===== config.mk =====
export PLATFORM = sky130hd
export DESIGN_NAME = fetch_skid_buffer
export DESIGN_NICKNAME = d
export VERILOG_FILES = /design/src/rtl/fetch_skid_buffer.sv
export SDC_FILE = /design/constraint.sdc
export NUM_CORES = 1
export LEC_CHECK = 0
export CORE_UTILIZATION = 55
export CTS_CLUSTER_SIZE = 25
export DETAILED_ROUTE_END_ITERATION = 10
export PLACE_DENSITY = 0.87
export REMOVE_ABC_BUFFERS = 1
export SLEW_MARGIN = 20
export SYNTH_ARGS = -nofsm -noshare
export SYNTH_HDL_FRONTEND = slang
export SYNTH_SLANG_ARGS = --single-unit

===== constraint.sdc =====
create_clock -name clk_i -period 2.7 [get_ports clk_i]
set_input_delay 0.27 -clock clk_i [delete_from_list [all_inputs] [get_ports clk_i]]
set_output_delay 0.27 -clock clk_i [all_outputs]
set_load 0.03 [all_outputs]

===== src/rtl/fetch_skid_buffer.sv =====
// rtl/fetch_skid_buffer.sv - 2-entry fetch-to-decode skid FIFO; optional counters under FETCH_SKID_BUFFER_STATS_EN
module fetch_skid_buffer #(
  parameter logic [31:0] NOP_INST = 32'h00000013
) (
  input  logic        clk_i,
  input  logic        rst_i,
  input  logic        start_i,
  input  logic        flush_i,
  input  logic        in_valid_i,
  input  logic [31:0] in_pc_i,
  input  logic [31:0] in_inst_i,
  output logic        in_ready_o,
  output logic        out_valid_o,
  output logic [31:0] out_pc_o,
  output logic [31:0] out_inst_o,
  input  logic        out_ready_i
`ifdef FETCH_SKID_BUFFER_STATS_EN
  ,
  output logic [31:0] stall_cnt_o,
  output logic [15:0] flush_cnt_o
`endif
);

  typedef enum logic [1:0] {
    EMPTY = 2'd0,
    ONE   = 2'd1,
    FULL  = 2'd2
  } state_t;

  state_t      state;
  logic        wr_ptr;
  logic        rd_ptr;
  logic [31:0] pc_q   [2];
  logic [31:0] inst_q [2];
  logic        push;
  logic        pop;

  // Handshakes and head presentation depend only on registered state plus run/flush qualifiers
  always_comb begin
    in_ready_o  = (state != FULL);
    out_valid_o = (state != EMPTY) & start_i;
    push        = start_i & in_valid_i & in_ready_o & ~flush_i;
    pop         = start_i & out_valid_o & out_ready_i & ~flush_i;
    out_pc_o    = 32'h0;
    out_inst_o  = NOP_INST;
    if (state != EMPTY) begin
      out_pc_o   = pc_q[rd_ptr];
      out_inst_o = inst_q[rd_ptr];
    end
  end

  // Occupancy FSM, pointers and entry storage; flush realigns pointers so the next push is the head
  always_ff @(posedge clk_i or negedge rst_i) begin
    if (!rst_i) begin
      state     <= EMPTY;
      wr_ptr    <= 1'b0;
      rd_ptr    <= 1'b0;
      pc_q[0]   <= 32'h0;
      pc_q[1]   <= 32'h0;
      inst_q[0] <= 32'h0;
      inst_q[1] <= 32'h0;
    end else if (flush_i) begin
      state  <= EMPTY;
      wr_ptr <= 1'b0;
      rd_ptr <= 1'b0;
    end else if (start_i) begin
      if (push) begin
        pc_q[wr_ptr]   <= in_pc_i;
        inst_q[wr_ptr] <= in_inst_i;
        wr_ptr         <= ~wr_ptr;
      end
      if (pop) begin
        rd_ptr <= ~rd_ptr;
      end
      case (state)
        EMPTY:   if (push) state <= ONE;
        ONE: begin
          if (push && !pop)      state <= FULL;
          else if (pop && !push) state <= EMPTY;
        end
        FULL:    if (pop) state <= ONE;
        default: state <= EMPTY;
      endcase
    end
  end

`ifdef FETCH_SKID_BUFFER_STATS_EN
  // Saturating counts of back-pressured fetch cycles and of flushes that discarded live entries
  always_ff @(posedge clk_i or negedge rst_i) begin
    if (!rst_i) begin
      stall_cnt_o <= 32'h0;
      flush_cnt_o <= 16'h0;
    end else begin
      if (start_i && in_valid_i && !in_ready_o && (stall_cnt_o != 32'hFFFF_FFFF))
        stall_cnt_o <= stall_cnt_o + 32'd1;
      if (flush_i && (state != EMPTY) && (flush_cnt_o != 16'hFFFF))
        flush_cnt_o <= flush_cnt_o + 16'd1;
    end
  end
`endif

endmodule


==> results of run 1 <==
-- area by class of cell --
cell class              instances  area [µm²]
clock buffers                  23       478.0
clock inverters                 9       150.1
fillers                       676        2570
inverters                       1       3.754
multi-input cells             277        2713
flip-flops and latches        132        3307
well taps                     140       175.2
repair buffers                149        1539
-- power groups by stage --
stage               Sequential [mW]  Clock, mW  Combinational, mW
floorplan                      2.66          0              0.949
global placement               2.70          0               1.34
detailed placement             2.74          0               1.40
CTS                            2.72       2.48               1.42
global route                   2.77       2.57               1.51
finish                         2.72       2.45               1.41
-- routing by layer --
metal  GRT usage  part of all wire  up-vias
met4     0.07915             0.012        0
met2      0.4191              0.50      104
met1      0.3101              0.44     2009
met5           0                 0        -
met3     0.06932             0.047       14
li1            -                 -     1811
-- sequential cells by signal (all words and copies together), names as in the netlist --
signal  count
wr_ptr      1
pc_q       64
state       2
inst_q     64
rd_ptr      1
-- metrics by stage --
stage / setup slack [ns] / cell area [µm²] / hold WS [ns] / util
3_5_place_dp: 0.3567 / 7700 / 0.2303 / 0.7041
2_1_floorplan: -5.438 / 6006 / -0.02559 / -
3_3_place_gp: 0.4156 / 7700 / 0.2247 / 0.7041
4_1_cts: 0.007600 / 8338 / 0.3575 / 0.7625
5_1_grt: 0.05700 / 8366 / 0.4006 / 0.7650
6_report: 0.1718 / 8366 / 0.3742 / 0.7650
-- cell families (layout without fill, tap and decap cells) --
logic type | Yosys count | in the layout
AOI/OAI and AO/OA | 10 | 10
xor gates and xnor gates | 2 | 2
buffers and inverters | 30 | 182
DFF | 132 | 132
muxes | 193 | 193
and+or+nand+nor | 72 | 72
-- worst max-delay path: stages, from the launching register on --
cell	delay [ns]
dfrtp_4	0.64
buf_4	0.29
mux2i_1	0.10
nor2_1	0.13
clkdlybuf4s50_1	0.69
-- worst min-delay path by stage --
| stage | startpoint | to | slack, ns | cells past startpoint |
|---|---|---|---|---|
| floorplan | rst_i | inst_q[0] | -0.03 | 0 |
| global placement | rst_i | pc_q[59] | 0.22 | 1 |
| detailed placement | rst_i | pc_q[5] | 0.23 | 1 |
| CTS | rst_i | pc_q[20] | 0.36 | 2 |
| global route | rst_i | pc_q[59] | 0.40 | 2 |
| finish | rst_i | pc_q[27] | 0.37 | 2 |
-- synth_stat cells, types with 3 or more instances --
cell	number	area, µm²
buf_2	12	60.06
buf_12	6	120.1
nor2_1	63	236.5
mux2_2	69	777.0
o21ai_0	5	25.02
mux2i_1	64	640.6
mux2_4	60	900.9
dfrtp_1	132	3303
a21oi_1	3	15.01
clkbuf_1	8	30.03
-- what timing repair did --
| action | in CTS | in global routing |
|---|---|---|
| endpoints found under the hold margin | 29 | 0 |
| setup endpoints to repair | 0 | 17 |
| setup buffers | 0 | 1 |
| hold buffers | 1 | 0 |
==> qor.txt, run 1 <==
Fin cells: 731
DRT Wirelength: 13910 µm
Worst-path clk slew: 0.06 ns
I/O Pins: 136
Post-Syn Area: 6246 µm²
Share of flip-flops with an asynchronous set or reset: 1.000
Vias per cell: 5.387
First-pass iteration count of the detailed router: 6
Slew HR: 0.7140
Commonest non-fill, non-tap cells in the layout: 134 x clkdlybuf4s50_1, 131 x dfrtp_1, 69 x mux2_2
Resized cells post-CTS: 0
Via count: 3938
RR Startpoint: state[1]
Layout net count: 648
Total power: 6.581 mW
Critical Path Start: rd_ptr
Largest net degree at the start of global routing: 71
Maximum fanout along the worst path: 15
Clock sink count: 132
Main combinational cell family by area after synthesis: multiplexers
Comb pwr share: 0.214
Status: finished, final reports clean
Yosys warning count: 0
Endpoints failing hold: 0
Core area: 10940 µm²
Clock buffer depth: 2
Register area share after synthesis: 0.5288
Area growth syn-to-layout: 33.93%
Main synth FF type: dfrtp_1
# rows: 38
Reg power frac: 0.414
WS Path Type: flop to primary output
Initial antenna violation count: 0
Worst Setup EP: out_inst_o[12]
Cells after Synth: 439
CTS tree: yes
Die Height: 108.6 µm
Mux contribution to synthesized area: 0.3712
Per-cell routed wire length: 19.02 µm
Layout cells sized above 1: 0.3012
R2r setup slk: 0.56 ns
Max-slew violations: 0
CP arrival: 2.26 ns
Synth Area in Adders: 0
Die Span X: 108.6 µm
Post-DRT Antenna Nets: 0
Final setup violation count: 0
Net Sw Frac: 0.2568
Internal power: 4.892 mW
CTS H-tree depth: 4
Yosys reg bits: 132
Most common cell after layout, fill and taps aside: clkdlybuf4s50_1
Drt drc: 0
Crit share post-route: 0.9364
CP required: 2.43 ns
CTS Buf Count: 17
Worst setup SP type: flop
Grt total ovfl: 0
Clock Power Share: 0.372
Worst skew pair latency: 0.41 ns
Net switching power: 1.690 mW
Worst R2R Path Depth: 4
Worst VDD drop: 0.4292 mV
Initial DRC Count: 188
Class of the worst hold path: input pin to asynchronous set/reset pin
Post-Place Cells: 697
Die ar.: 11790 µm²
Number of max-cap violations: 0
Syn avg cell area: 14.23 µm²
Initial core utilization: 0.5712
Setup_tns: 0 ns
GP Congestion: 0.8194
DP HPWL: 8594 µm
RSZ-0062 raised after global routing: false
Leakage: 3.660 nW
Simple-gate share of the synthesized area: 0.04888
Number of buffers added on ports: 135
PwrDens: 786.7 nW/µm²
CP endpoint kind: primary output
Clock Root Buffer: clkbuf_16
Tmin final: 2.528 ns
Least-Margin Pin Slew: 0.4290 ns
Post-synth EDFFs: 0
Yosys cell types: 24
Compound-Gate Fraction of Synth Area: 0.009215
Gr usage total: 0.2489
Clk_skew: 0.004638 ns
Inserted Diodes: 0
Number of global-route vias before repair: 4383
Post-synthesis xor/xnor area fraction: 0.002804
First-pass GRT wire length: 21950 µm
R2R Path End: pc_q[37]
Fmax: 395.5 MHz
Note: power is estimated with default switching activity, not from simulation.
==> run 2, diff against run 1 <==
Settings changed: CTS_CLUSTER_SIZE 25 to 20, REMOVE_ABC_BUFFERS 1 to not set.
==> run 2 against run 1 <==
Die area unchanged; flip-flop and latch count unchanged; maximum frequency decreased by 1.8%; via count increased by 0.13%; worst hold slack improved by 0.071 ns; wire length decreased by 1.7%; cell count decreased by 0.68%; first-iteration DRC count increased by 26%; combinational power about the same; clock-buffer cell count increased by 2.
==> qor.txt, run 2 (synthesis results as in run 1) <==
CP arrival: 2.30 ns (+0.04 ns)
Commonest non-fill, non-tap cells in the layout: 134 x clkdlybuf4s50_1, 131 x dfrtp_1, 69 x mux2_2
Post-Place Cells: 695 (-0.29%)
Total power: 6.394 mW (-2.9%)
Status: finished, final reports clean
Die ar.: 11790 µm² (unchanged)
Max-slew violations: 0 (unchanged)
Endpoints failing hold: 0 (unchanged)
First-pass iteration count of the detailed router: 4 (-2)
Tmin final: 2.574 ns (+0.04598 ns)
Via count: 3943 (+0.13%)
First-pass GRT wire length: 22450 µm (+2.3%)
Net switching power: 1.635 mW (-3.2%)
# rows: 38 (unchanged)
Slew HR: 0.5231 (-0.1909)
Worst skew pair latency: 0.42 ns (about the same)
DP HPWL: 8476 µm (-1.4%)
CP endpoint kind: primary output
Worst VDD drop: 0.4582 mV (+6.7%)
Slowest stage delay, CP: 0.71 ns (+0.02 ns)
Post-synth net total: 509
Area growth syn-to-layout: 32.61%
Leakage: 3.625 nW (-0.93%)
Post-DRT Antenna Nets: 0 (unchanged)
Crit-path leading delay family: buffers and inverters
Worst setup SP type: flop
Class of the worst hold path: input pin to asynchronous set/reset pin
Critical Path Start: state[0]
Least-Margin Pin Slew: 0.7153 ns (+0.2863 ns)
Dpl ws: 0.3915 ns (+0.03480 ns)
Inserted Diodes: 0 (unchanged)
Initial core utilization: 0.5712 (unchanged)
Layout cells sized above 1: 0.2969 (-0.004256)
Area of the multi-input gates: 2713 µm² (unchanged)
CTS H-tree depth: 4 (unchanged)
Number of max-cap violations: 0 (unchanged)
Final WS setup: 0.1258 ns (-0.04598 ns)
Clock sink count: 132 (unchanged)
GP Congestion: 0.7735 (-5.6%)
Vias per cell: 5.431 (+0.82%)
RSZ-0062 raised after global routing: false
Critical-path cell list: nor2_4, buf_4, nor2_1, clkdlybuf4s50_1
Area after detailed placement: 7672 µm² (-0.36%)
CTS tree: yes
CP Buf/Inv Count: 2 (unchanged)
Final setup violation count: 0 (unchanged)
Top flop regs: inst_q (64), pc_q (64), state (2)
Register area: 3307 µm² (unchanged)
Internal power: 4.759 mW (-2.7%)
Gr usage total: 0.2555 (+0.006623)
Initial DRC Count: 236 (+26%)
Resized cells post-CTS: 0 (unchanged)
Largest net degree at the start of global routing: 65 (-8.5%)
Worst-path clk slew: 0.05 ns (about the same)
DRT Wirelength: 13670 µm (-1.7%)
Grt total ovfl: 0 (unchanged)
Core area: 10940 µm² (unchanged)
PwrDens: 771.9 nW/µm² (-1.9%)
Reg power frac: 0.425 (+0.011)
Number of buffers added on ports: 135 (unchanged)
Clock Power Share: 0.355 (-0.017)
CP max-delay cell: clkdlybuf4s50_1
Maximum fanout along the worst path: 37 (+22)
Fmax: 388.5 MHz (-1.8%)
Net Sw Frac: 0.2557 (-0.001026)
Clk_skew: 0.008365 ns (+0.003727 ns)
Design area: 8283 µm² (-0.99%)
CP required: 2.43 ns (about the same)
Comb pwr share: 0.220 (+0.006)
RR Startpoint: state[1]
Die Height: 108.6 µm (unchanged)
Layout net count: 646 (-0.31%)
Setup_tns: 0 ns (unchanged)
Fillers: 702 (+3.8%)
CTS Buf Count: 17 (unchanged)
Drt drc: 0 (unchanged)
Die Span X: 108.6 µm (unchanged)
I/O Pins: 136 (unchanged)
Number of global-route vias before repair: 4288 (-2.2%)
WS Path Type: flop to primary output
Clock buffer depth: 2 (unchanged)
Per-cell routed wire length: 18.83 µm (-1.0%)
Initial antenna violation count: 0 (unchanged)
Clock Root Buffer: clkbuf_16
Fin cells: 726 (-0.68%)
Most common cell after layout, fill and taps aside: clkdlybuf4s50_1
Crit share post-route: 0.9534 (+0.01703)
[run 2: changes by cell type in the layout (fill, tap and decap cells not counted)]
cell,before,now
buf_4,8,7
clkbuf_1,3,2
clkinv_2,3,2
bufinv_16,4,2
clkbuf_8,3,6
buf_12,5,4
clkinvlp_4,2,0
buf_8,0,1
buf_16,1,0
[run 2: through the flow]
stage	hold slack (ns)	util
2_1_floorplan	-0.02559	-
3_5_place_dp	0.3627	0.7016
6_report	0.4450	0.7574
4_1_cts	0.4629	0.7574
3_3_place_gp	0.3472	0.7016
5_1_grt	0.4969	0.7574
[run 2: path summary, 6_finish.rpt]
path	end	slack (ns)	cells past startpoint
max in group asynchronous	inst_q[6]	1.37	3
hold reg to reg	pc_q[24]	0.50	1
hold / removal	inst_q[1]	0.44	2
setup reg to reg	inst_q[15]	0.67	4
min in group clk_i	pc_q[43]	0.49	2
setup / recovery	out_pc_o[17]	0.13	4
[run 2: final cells by class]
class	instances	area share
tap	140	0.02115
inverter	1	0.0004532
clock inverter	4	0.008459
clock buffer	25	0.06224
sequential	132	0.3992
timing repair buffer	147	0.1810
multi-input combinational	277	0.3275
[run 2: per-layer routing]
layer  track usage  part of all wire  vias to the layer above
met1        0.3399              0.45                     1993
met4       0.08880             0.014                        0
met3       0.07474             0.062                       21
met5             0                 0                        -
li1              -                 -                     1798
met2        0.4001              0.47                      131
[run 2: repair_timing]
item	in CTS	in global routing
endpoints found under the hold margin	52	0
setup buffers	1	0
hold buffers	1	0
setup endpoints to repair	1	0
[run 2: power groups by stage]
stage	combinational, mW	clock [mW]	sequential (mW)
global placement	1.35	0	2.71
floorplan	0.980	0	2.64
finish	1.40	2.27	2.72
CTS	1.42	2.31	2.72
detailed placement	1.39	0	2.74
global route	1.51	2.39	2.78
[run 2: worst reg2reg max path, stage by stage (launching register included)]
cell and delay (ns):
dfrtp_1 0.50, nor2b_4 0.21, nor4b_2 0.39, buf_12 0.37
mux2_2 0.44
==> run 3, diff against run 2 <==
Settings changed: PLACE_DENSITY 0.87 to not set, PLACE_DENSITY_LB_ADDON set to 0.15.
==> run 3 against run 2 <==
Clock power is 15% lower; clock-buffer cell count is 1 lower; cell count is 0.14% lower; clock skew is 0.0020 ns lower; worst setup slack better by 0.029 ns; die area stayed put; non-clock buffer count is 3 higher; critical path depth stayed put; register-to-register slack worse by 0.04 ns; core utilization is 0.51 points lower.
==> qor.txt, run 3 (synthesis results as in run 1) <==
Status: finished, final reports clean
Top flop regs: inst_q (64), pc_q (64), state (2)
Class of the worst hold path: input pin to asynchronous set/reset pin
R2R Path End: pc_q[15]
DRT Wirelength: 13110 µm (-4.1%)
Worst R2R Path Depth: 4 (unchanged)
Worst skew pair latency: 0.41 ns (about the same)
Leakage: 3.596 nW (-0.80%)
# rows: 38 (unchanged)
Total power: 6.023 mW (-5.8%)
Largest net degree at the start of global routing: 51 (-22%)
CTS tree: yes
Tmin final: 2.545 ns (-0.02878 ns)
WHS: 0.4352 ns (-0.009816 ns)
Worst-path clk slew: 0.05 ns (about the same)
Clock sink count: 132 (unchanged)
Via count: 3893 (-1.3%)
Worst VDD drop: 0.5169 mV (+13%)
Area growth syn-to-layout: 31.71%
Post-synth net total: 509 (unchanged)
Endpoints failing hold: 0 (unchanged)
CTS Buf Count: 17 (unchanged)
Final setup violation count: 0 (unchanged)
Grt total ovfl: 0 (unchanged)
Slew HR: 0.5611 (+0.03794)
CP arrival: 2.28 ns (-0.02 ns)
Vias per cell: 5.370 (-1.1%)
Die Height: 108.6 µm (unchanged)
Crit share post-route: 0.9427 (-0.01066)
R2r setup slk: 0.63 ns (-0.04 ns)
Clock Root Buffer: clkbuf_16
RSZ-0062 raised after global routing: false
First-pass GRT wire length: 21080 µm (-6.1%)
WS Path Type: flop to primary output
Post-DRT Antenna Nets: 0 (unchanged)
CP required: 2.43 ns (about the same)
CP endpoint kind: primary output
Worst setup SP type: flop
GP Congestion: 0.7203 (-6.9%)
Clk_skew: 0.006321 ns (-0.002044 ns)
Inserted Diodes: 0 (unchanged)
Number of buffers added on ports: 135 (unchanged)
Per-cell routed wire length: 18.08 µm (-3.9%)
CTS H-tree depth: 4 (unchanged)
PwrDens: 732.1 nW/µm² (-5.2%)
Layout cells sized above 1: 0.2906 (-0.006330)
RR Startpoint: state[1]
Die Span X: 108.6 µm (unchanged)
Least-Margin Pin Slew: 0.6584 ns (-0.05691 ns)
I/O Pins: 136 (unchanged)
Postcts setup bufs: 0 (-1)
DP HPWL: 8490 µm (+0.16%)
Setup_tns: 0 ns (unchanged)
Number of global-route vias before repair: 4237 (-1.2%)
Maximum fanout along the worst path: 18 (-51%)
Die ar.: 11790 µm² (unchanged)
Most common cell after layout, fill and taps aside: clkdlybuf4s50_1
Core area: 10940 µm² (unchanged)
Max-slew violations: 0 (unchanged)
Initial DRC Count: 143 (-39%)
First-pass iteration count of the detailed router: 4 (unchanged)
Initial antenna violation count: 0 (unchanged)
Initial core utilization: 0.5712 (unchanged)
Post-layout util: 0.7523 (-0.005149)
Gr usage total: 0.2385 (-0.01708)
Fmax: 392.9 MHz (+1.1%)
Layout net count: 649 (+0.46%)
Drt drc: 0 (unchanged)
Clock buffer depth: 2 (unchanged)
Commonest non-fill, non-tap cells in the layout: 134 x clkdlybuf4s50_1, 131 x dfrtp_1, 69 x mux2_2
Number of max-cap violations: 0 (unchanged)
-- run 3: cell types whose count changed in the layout (fill, tap and decap cells not counted) --
cell | previous run | this run
buf_12 | 4 | 7
buf_4 | 7 | 8
buf_8 | 1 | 0
bufinv_16 | 2 | 0
clkbuf_1 | 2 | 5
clkbuf_8 | 6 | 2
clkinv_2 | 2 | 1
-- run 3: worst max-delay path, cell delays in order, from the launching register on --
cell	delay (ns)
dfrtp_4	0.67
buf_4	0.28
mux2i_1	0.09
nor2_1	0.14
clkdlybuf4s50_1	0.69
-- run 3: per-layer routing --
layer	routed length, µm	vias to the layer above	track usage
met4	85	0	0.06467
met5	0	-	0
met1	5899	1984	0.3038
met2	6464	94	0.3901
li1	-	1806	-
met3	661	9	0.07776
-- run 3: area by class of cell --
cell class	count	area, µm²
Multi-Input combinational cell	277	2713
Tap cell	140	175.2
Fill cell	754	2709
Timing Repair Buffer	150	1551
Clock buffer	24	471.7
Inverter	1	3.754
Clock inverter	1	5.005
Sequential cell	132	3307
-- run 3: how the worst max path moves through the flow --
stage	from	to	depth (start not counted)
after CTS	rd_ptr	out_inst_o[30]	4
after global routing	rd_ptr	out_inst_o[30]	4
after floorplan	state[1]	inst_q[32]	6
after detailed placement	in_valid_i	pc_q[0]	5
final	rd_ptr	out_inst_o[30]	4
after global placement	in_valid_i	pc_q[20]	5
-- run 3: metrics by stage --
step           instances  setup WS (ns)  instance area (µm²)
2_1_floorplan        439         0.8924                 6246
3_3_place_gp         699         0.4727                 7740
3_5_place_dp         699         0.4346                 7740
4_1_cts              725         0.1226                 8227
5_1_grt              725        0.05644                 8227
6_report             725         0.1546                 8227
-- run 3: report_power, final --
part | internal, mW | switching (mW)
combinational | 0.832 | 0.559
clock | 1.18 | 0.744
sequential | 2.45 | 0.260
total | 4.46 | 1.56
-- run 3: repair_timing --
action	CTS	global route
endpoints found under the hold margin	47	0
hold buffers	1	0
gates resized for setup	0	0
